--- src/rtl/ps2_scancode_rx.sv ---
// PS/2 keyboard receiver: conditions the raw pins, frames and checks 11-bit words, and
// tracks make/break codes to present the currently held key on LED.
module ps2_scancode_rx #(
    parameter int unsigned FILTER_LEN  = 8,
    parameter int unsigned TIMEOUT_CYC = 50000
) (
    input  logic       CLK,
    input  logic       RST,
    input  logic       PS2_CLK,
    input  logic       PS2_DATA,
    output logic [7:0] LED,
    output logic [7:0] RAW,
    output logic       CODE_STB,
    output logic       FRAME_ERR
);

    localparam int unsigned FW = $clog2(FILTER_LEN + 1);
    localparam int unsigned TW = $clog2(TIMEOUT_CYC + 1);

    typedef enum logic [1:0] {StIdle, StRecv, StDone} state_e;

    logic [1:0]    clk_sync_q, dat_sync_q;
    logic          fclk_q, fclk_prev_q;
    logic [FW-1:0] fcnt_q;
    logic          fall, dat;

    state_e        state_q, state_d;
    logic [3:0]    bcnt_q, bcnt_d;
    logic [9:0]    shift_q, shift_d;
    logic [TW-1:0] idle_q, idle_d;
    logic          brk_q, brk_d;
    logic [7:0]    led_q, led_d, raw_q, raw_d;
    logic          stb_q, stb_d, err_q, err_d;

    // Bus idles high, so everything in the input path resets to 1.
    always_ff @(posedge CLK) begin
        if (RST) begin
            clk_sync_q  <= 2'b11;
            dat_sync_q  <= 2'b11;
            fclk_q      <= 1'b1;
            fclk_prev_q <= 1'b1;
            fcnt_q      <= '0;
        end else begin
            clk_sync_q  <= {clk_sync_q[0], PS2_CLK};
            dat_sync_q  <= {dat_sync_q[0], PS2_DATA};
            fclk_prev_q <= fclk_q;
            if (clk_sync_q[1] == fclk_q) begin
                fcnt_q <= '0;
            end else if (fcnt_q == FW'(FILTER_LEN - 1)) begin
                fclk_q <= clk_sync_q[1];
                fcnt_q <= '0;
            end else begin
                fcnt_q <= fcnt_q + FW'(1);
            end
        end
    end

    assign fall = fclk_prev_q & ~fclk_q;
    assign dat  = dat_sync_q[1];

    always_ff @(posedge CLK) begin
        if (RST) begin
            state_q <= StIdle;
            bcnt_q  <= '0;
            shift_q <= '0;
            idle_q  <= '0;
            brk_q   <= 1'b0;
            led_q   <= '0;
            raw_q   <= '0;
            stb_q   <= 1'b0;
            err_q   <= 1'b0;
        end else begin
            state_q <= state_d;
            bcnt_q  <= bcnt_d;
            shift_q <= shift_d;
            idle_q  <= idle_d;
            brk_q   <= brk_d;
            led_q   <= led_d;
            raw_q   <= raw_d;
            stb_q   <= stb_d;
            err_q   <= err_d;
        end
    end

    always_comb begin
        state_d = state_q;
        bcnt_d  = bcnt_q;
        shift_d = shift_q;
        idle_d  = idle_q;
        brk_d   = brk_q;
        led_d   = led_q;
        raw_d   = raw_q;
        stb_d   = 1'b0;
        err_d   = 1'b0;
        unique case (state_q)
            StIdle: begin
                idle_d = '0;
                if (fall && !dat) begin
                    state_d = StRecv;
                    bcnt_d  = 4'd1;
                end
            end
            StRecv: begin
                if (fall) begin
                    shift_d = {dat, shift_q[9:1]};
                    bcnt_d  = bcnt_q + 4'd1;
                    idle_d  = '0;
                    if (bcnt_q == 4'd10) state_d = StDone;
                end else if (idle_q == TW'(TIMEOUT_CYC)) begin
                    state_d = StIdle;
                    bcnt_d  = '0;
                    idle_d  = '0;
                end else begin
                    idle_d = idle_q + TW'(1);
                end
            end
            StDone: begin
                state_d = StIdle;
                bcnt_d  = '0;
                // shift_q holds {stop, parity, data[7:0]}; odd parity over data+parity.
                if (!(^shift_q[8:0]) || !shift_q[9]) begin
                    err_d = 1'b1;
                end else begin
                    stb_d = 1'b1;
                    raw_d = shift_q[7:0];
                    if (shift_q[7:0] == 8'hF0) begin
                        brk_d = 1'b1;
                    end else if (shift_q[7:0] == 8'hE0) begin
                        brk_d = brk_q;
                    end else if (brk_q) begin
                        brk_d = 1'b0;
                        if (shift_q[7:0] == led_q) led_d = 8'h00;
                    end else begin
                        led_d = shift_q[7:0];
                    end
                end
            end
            default: state_d = StIdle;
        endcase
    end

    assign LED       = led_q;
    assign RAW       = raw_q;
    assign CODE_STB  = stb_q;
    assign FRAME_ERR = err_q;

endmodule

--- config.mk ---
export PLATFORM = sky130hd
export DESIGN_NAME = ps2_scancode_rx
export DESIGN_NICKNAME = d
export VERILOG_FILES = /design/src/rtl/ps2_scancode_rx.sv
export SDC_FILE = /design/constraint.sdc
export NUM_CORES = 1
export LEC_CHECK = 0
export BUFFER_PORTS_ARGS = -buffer_cell sky130_fd_sc_hd__buf_2
export CORE_MARGIN = 2
export CORE_UTILIZATION = 45
export CTS_CLUSTER_SIZE = 14
export DETAILED_ROUTE_END_ITERATION = 8
export PLACE_DENSITY = 0.74
export SLEW_MARGIN = 0
export SYNTH_ARGS = -nofsm -noshare
export SYNTH_HDL_FRONTEND = slang
export SYNTH_SLANG_ARGS = --single-unit
--- constraint.sdc ---
create_clock -name CLK -period 2.2 [get_ports CLK]
set_clock_uncertainty 0.1 [all_clocks]
set_input_delay 0.33 -clock CLK [delete_from_list [all_inputs] [get_ports CLK]]
set_output_delay 0.33 -clock CLK [all_outputs]
set_load 0.01 [all_outputs]
==> results of run 1 <==
## area by class of cell
| type | count | share of cell area |
|---|---|---|
| timing repair buffer | 46 | 0.08445 |
| inverter | 15 | 0.01624 |
| multi-input combinational | 228 | 0.4540 |
| tap | 77 | 0.02779 |
| sequential | 61 | 0.3533 |
| clock buffer | 9 | 0.03573 |
| clock inverter | 7 | 0.02851 |
## registers in the layout, indices dropped and copies added (netlist names)
register / cells
CODE_STB: 1
FRAME_ERR: 1
LED: 8
RAW: 8
bcnt_q: 4
brk_q: 1
clk_sync_q: 2
dat_sync_q: 2
fclk_prev_q: 1
fclk_q: 1
fcnt_q: 4
idle_q: 16
shift_q: 10
state_q: 2
## timing repair
| item | CTS | global route |
|---|---|---|
| endpoints found under the setup margin | 0 | 18 |
| setup buffers | 0 | 4 |
| gates resized for setup | 0 | 12 |
## layer usage
layer	GRT usage	vias up	routed length [um]
met5	0	-	0
met4	0.06891	0	61
met3	0.06133	7	315
met2	0.3062	64	3000
met1	0.2245	1162	2799
li1	-	1216	-
## metrics by stage
stage,area [sq um],utilization
floorplan,2879,-
global placement,3171,0.5080
detailed placement,3171,0.5080
CTS,3393,0.5437
global route,3467,0.5555
finish,3467,0.5555
## layout by cell type (no fill, tap or decap), types with 4 or more instances in the layout
cell type,Yosys,final
nand4_1,4,4
mux2i_1,9,9
a22o_1,8,8
nor2_1,28,27
nand2_1,43,43
buf_2,2,21
nand3_1,13,13
xor2_1,9,9
dfxtp_1,61,58
inv_1,15,13
nor3_1,4,4
buf_4,1,25
clkbuf_8,0,9
or2_2,8,8
and3_1,7,7
a311oi_1,8,8
ha_1,14,13
a21oi_1,20,20
## worst max path at each step
stage	from	endpoint	slack, ns	cells after the start
finish	idle_q[7]	bcnt_q[3]	-0.05	6
global route	idle_q[7]	bcnt_q[3]	-0.12	6
CTS	idle_q[7]	bcnt_q[3]	0.001	5
detailed placement	shift_q[4]	LED[6]	0.005	7
global placement	shift_q[4]	LED[0]	0.06	7
floorplan	shift_q[4]	LED[0]	0.005	7
## power groups by stage
stage	Combinational, mW	Sequential, mW	Clock [mW]
4_1_cts	0.144	1.12	1.13
2_1_floorplan	0.108	1.14	0
5_1_grt	0.174	1.12	1.18
6_report	0.158	1.12	1.11
3_3_place_gp	0.141	1.14	0
3_5_place_dp	0.143	1.14	0
## critical path, cell delays in order, from the launching register on
cell     delay [ns]
dfxtp_2        0.34
or4_4          0.55
nor4_4         0.27
buf_4          0.18
o22ai_4        0.10
or4_1          0.50
o22ai_2        0.14
## logic make-up (layout without fill, tap and decap cells)
logic type / count (synthesis) / after routing / share of synthesized area
fa+ha+maj: 14 / 14 / 0.06119
xor+xnor: 14 / 14 / 0.04764
simple gates: 126 / 126 / 0.2273
buf+inv: 28 / 77 / 0.04327
mux: 9 / 9 / 0.03147
flops: 61 / 61 / 0.4266
compound gates: 65 / 65 / 0.1626
==> metrics, run 1 <==
Leakage 1.448 nW; EDFF count, synth 0; failing checks negative setup slack; core box area 6241 sq um; Switch Pwr 0.5752 mW; Power Dens Cells 687.7 nW/um^2; DP HPWL 4.219 mm; Hold-fix buffers, CTS 0; crit-path max FO 7; area of the die 7016 sq um; sequential-to-total area share from yosys stat 0.4266; status complete, but fails checks; FF-to-FF End bcnt_q[3]; Max Buffers Root-to-Sink 2; RSZ-0062 raised after global routing yes; Post-Syn Area 2863 sq um; initial antenna violation count 0; r2r setup slk -0.05 ns; P_int 1.809 mW; Syn-to-layout area delta 21.11%; area leader, netlist dfxtp_1; critical path data required time 2.38 ns; Placed Instances 423; worst-skew pair later-pin latency 0.35 ns; largest net degree at the start of global routing 26; Crit path arrival time 2.42 ns; final WL 6.177 mm; Commonest cells post-synth dfxtp_1, nand2_1, nor2_1; global-route wire length before repair 10.51 mm; port buffer count 21; Net count, final 379; # DRC 0; die height 83.76 um; combinational group share of total power 0.066; multi-input logic area 1574 sq um; hold path depth 2; Startpoint Class flip-flop; hold crit path type primary input to flip-flop; ANT nets after route 0; Switching Share 0.2412; grt ovf 0; DR vias 2449; GRT Total Usage 0.1853; Async SR Flop Fraction 0; share of cells above drive strength 1 0.2377; fin worst setup slack -0.04698 ns; number of max-cap violations 0; Tot Pwr 2.384 mW; sequential cell area 1225 sq um; Avg WL per Cell 13.94 um; part of the power in the clock network 0.465; kind of critical path flip-flop to flip-flop; post-synth top area share 0.4266; min cycle time layout 2.247 ns; clk sinks 61; I/O pin count 22; DP Worst Slack 0.004845 ns; Reg power frac 0.469; routability cong. 0.8168; CTS root buf clkbuf_8; number of fill cells in the layout 561; H-Tree Depth 3; TritonCTS Buffers 9; most frequent cell after synthesis dfxtp_1; ys flop type dfxtp_1; number of global-route vias before repair 2292; Total Neg Setup Slack -0.04698 ns; Die Width 83.76 um; Rel. slew slack 0.6846; final hold vios 0; fmax 0.4450 GHz; Synth Net Count 335; via/cell ratio 5.528; worst vdd ir 0.6657 mV; Initial Util 0.4587; Initial DRC Count 160; Antenna Cells 0; Avg Cell Area, Syn 9.031 sq um; FF-to-FF path depth 6; Synth cell types 56; #FFs+latches synth 61; Hold Crit Start PS2_DATA; row count 29; Least-Margin Pin Slew 0.4714 ns; worst hold path endpoint dat_sync_q[0]; synth top area cells dfxtp_1, ha_1, nand2_1, nor2_1, a21oi_1; clk slew on worst S/H paths 0.07 ns; final slew viol count 0; CTS tree done; Mapped Cells 317; final period utilization 1.021; final non-filler cell total 443; CP endpoint kind flip-flop; final setup fails 1; hold slack 0.07192 ns; YS warnings 0; DR pass1 iterations 5; Worst R2R Start idle_q[7]
(Power assumes the default switching activity.)
==> run 2: changes to the inputs <==
--- a/config.mk
+++ b/config.mk
@@ -7,10 +7,11 @@
 export LEC_CHECK = 0
 export BUFFER_PORTS_ARGS = -buffer_cell sky130_fd_sc_hd__buf_2
 export CORE_MARGIN = 2
-export CORE_UTILIZATION = 45
+export CORE_UTILIZATION = 35
 export CTS_CLUSTER_SIZE = 14
 export DETAILED_ROUTE_END_ITERATION = 8
-export PLACE_DENSITY = 0.74
+export PLACE_DENSITY = 0.62
+export RECOVER_POWER = 50
 export SLEW_MARGIN = 0
 export SYNTH_ARGS = -nofsm -noshare
 export SYNTH_HDL_FRONTEND = slang
==> run 2 against run 1 <==
Compared with the run above: the run now ends clean; sequential cell count unchanged; non-clock buffer count down 3; clock-buffer cell count up 2; cell area down 2.6%; global-route usage down 3.2 points; sequential power about the same; clock power decreased by 19%; highest routed layer unchanged.
==> metrics, run 2 (synthesis results as in run 1) <==
CTS root buf clkbuf_8; DP HPWL 4.511 mm; Rel. slew slack 0.4388; status finished, final reports clean; clk slew on worst S/H paths 0.07 ns; I/O pin count 22; critical path data required time 2.34 ns; crit-path max FO 8; DR pass1 iterations 4; Initial Util 0.3667; Finished Core Util 0.4324; Most flops, register idle_q; top flop regs idle_q x16, shift_q x10; P_int 1.597 mW; number of max-cap violations 0; via/cell ratio 5.176; final setup fails 0; die height 94.44 um; largest net degree at the start of global routing 19; core box area 7807 sq um; number of global-route vias before repair 2190; final non-filler cell total 465; TritonCTS Buffers 9; Switch Pwr 0.5654 mW; worst-skew pair later-pin latency 0.34 ns; final hold vios 0; Switching Share 0.2615; Reg power frac 0.517; most frequent cells in the layout dfxtp_1, nand2_1, nor2_1; grt ovf 0; final WL 6.539 mm; multi-input logic area 1551 sq um; GRT Total Usage 0.1532; H-Tree Depth 3; Power Dens Cells 640.6 nW/um^2; hold crit path type primary input to flip-flop; Placed Instances 449; DR vias 2407; Avg WL per Cell 14.06 um; part of the power in the clock network 0.416; kind of critical path flip-flop to flip-flop; commonest non-fill, non-tap cell in the layout dfxtp_1; share of cells above drive strength 1 0.1570; number of flip-flops in the largest register 16; port buffer count 21; Max Buffers Root-to-Sink 2; met3 routed WL 224 um; Max Used Layer met4; CP endpoint kind flip-flop; final slew viol count 0; wl on met1 3.222 mm; setup bufs post-CTS 0; hold path depth 2; met2 WL 3.016 mm; combinational group share of total power 0.067; # DRC 0; Die Width 94.44 um; Least-Margin Pin Slew 0.8417 ns; final period utilization 0.9528; Crit path arrival time 2.23 ns; Net count, final 376; worst vdd ir 0.2330 mV; RSZ-0062 raised after global routing yes; routability cong. 0.7689; area of the die 8919 sq um; Leakage 1.307 nW; FF-to-FF path depth 7; clk sinks 61; Initial DRC Count 120; number of fill cells in the layout 785; fmax 0.4771 GHz; ANT nets after route 0; initial antenna violation count 0; CTS tree done; row count 32; min cycle time layout 2.096 ns; Syn-to-layout area delta 17.92%; global-route wire length before repair 10.56 mm; sequential cell area 1224 sq um; Antenna Cells 0; Startpoint Class flip-flop
[run 2: area by class of cell]
type,instances,area share
Tap cell,102,0.03781
Timing Repair Buffer,43,0.07079
Sequential cell,61,0.3625
Multi-Input combinational cell,228,0.4596
Inverter,15,0.01668
Clock inverter,5,0.01075
Clock buffer,11,0.04188
[run 2: what timing repair did]
action	in CTS	in global routing
hold buffers	0	0
endpoints found under the setup margin	0	13
resized for setup	0	5
[run 2: critical path, cell delays in order, from the launching register on]
cell and delay (ns):
dfxtp_2 0.33, inv_1 0.06, ha_4 0.26, xnor3_1 0.33
xnor2_2 0.22, nand3_2 0.11, o31a_1 0.35, a22o_1 0.23
[run 2: power by group through the flow]
stage	sequential [mW]	clock [mW]	combinational [mW]
after floorplan	1.14	0	0.108
after global placement	1.14	0	0.140
after detailed placement	1.14	0	0.143
after CTS	1.12	0.919	0.144
after global routing	1.12	0.977	0.158
final	1.12	0.901	0.144
[run 2: final timing paths]
kind	endpoint	slack [ns]	start
max	LED[1]	0.10	shift_q[2]
min reg2reg	dat_sync_q[1]	0.32	dat_sync_q[0]
max reg2reg	LED[1]	0.10	shift_q[2]
min	dat_sync_q[0]	0.07	PS2_DATA
[run 2: layer usage]
metal  GRT usage  vias to the layer above
li1            -                     1206
met1      0.2027                     1159
met2      0.2327                       37
met3     0.04389                        5
met4     0.06763                        0
met5           0                        -
[run 2: per-stage QoR]
step / worst slack [ns] / area [sq um] / setup TNS [ns] / power [mW] / hold WS, ns
floorplan: 0.005244 / 2879 / 0 / 1.250 / 0.2895
global placement: 0.05200 / 3209 / 0 / 1.283 / 0.2959
detailed placement: 0.02623 / 3209 / 0 / 1.286 / 0.3077
CTS: 0.001432 / 3387 / 0 / 2.182 / 0.05622
global route: -0.03200 / 3376 / -0.03200 / 2.253 / 0.05371
finish: 0.1038 / 3376 / 0 / 2.163 / 0.06930
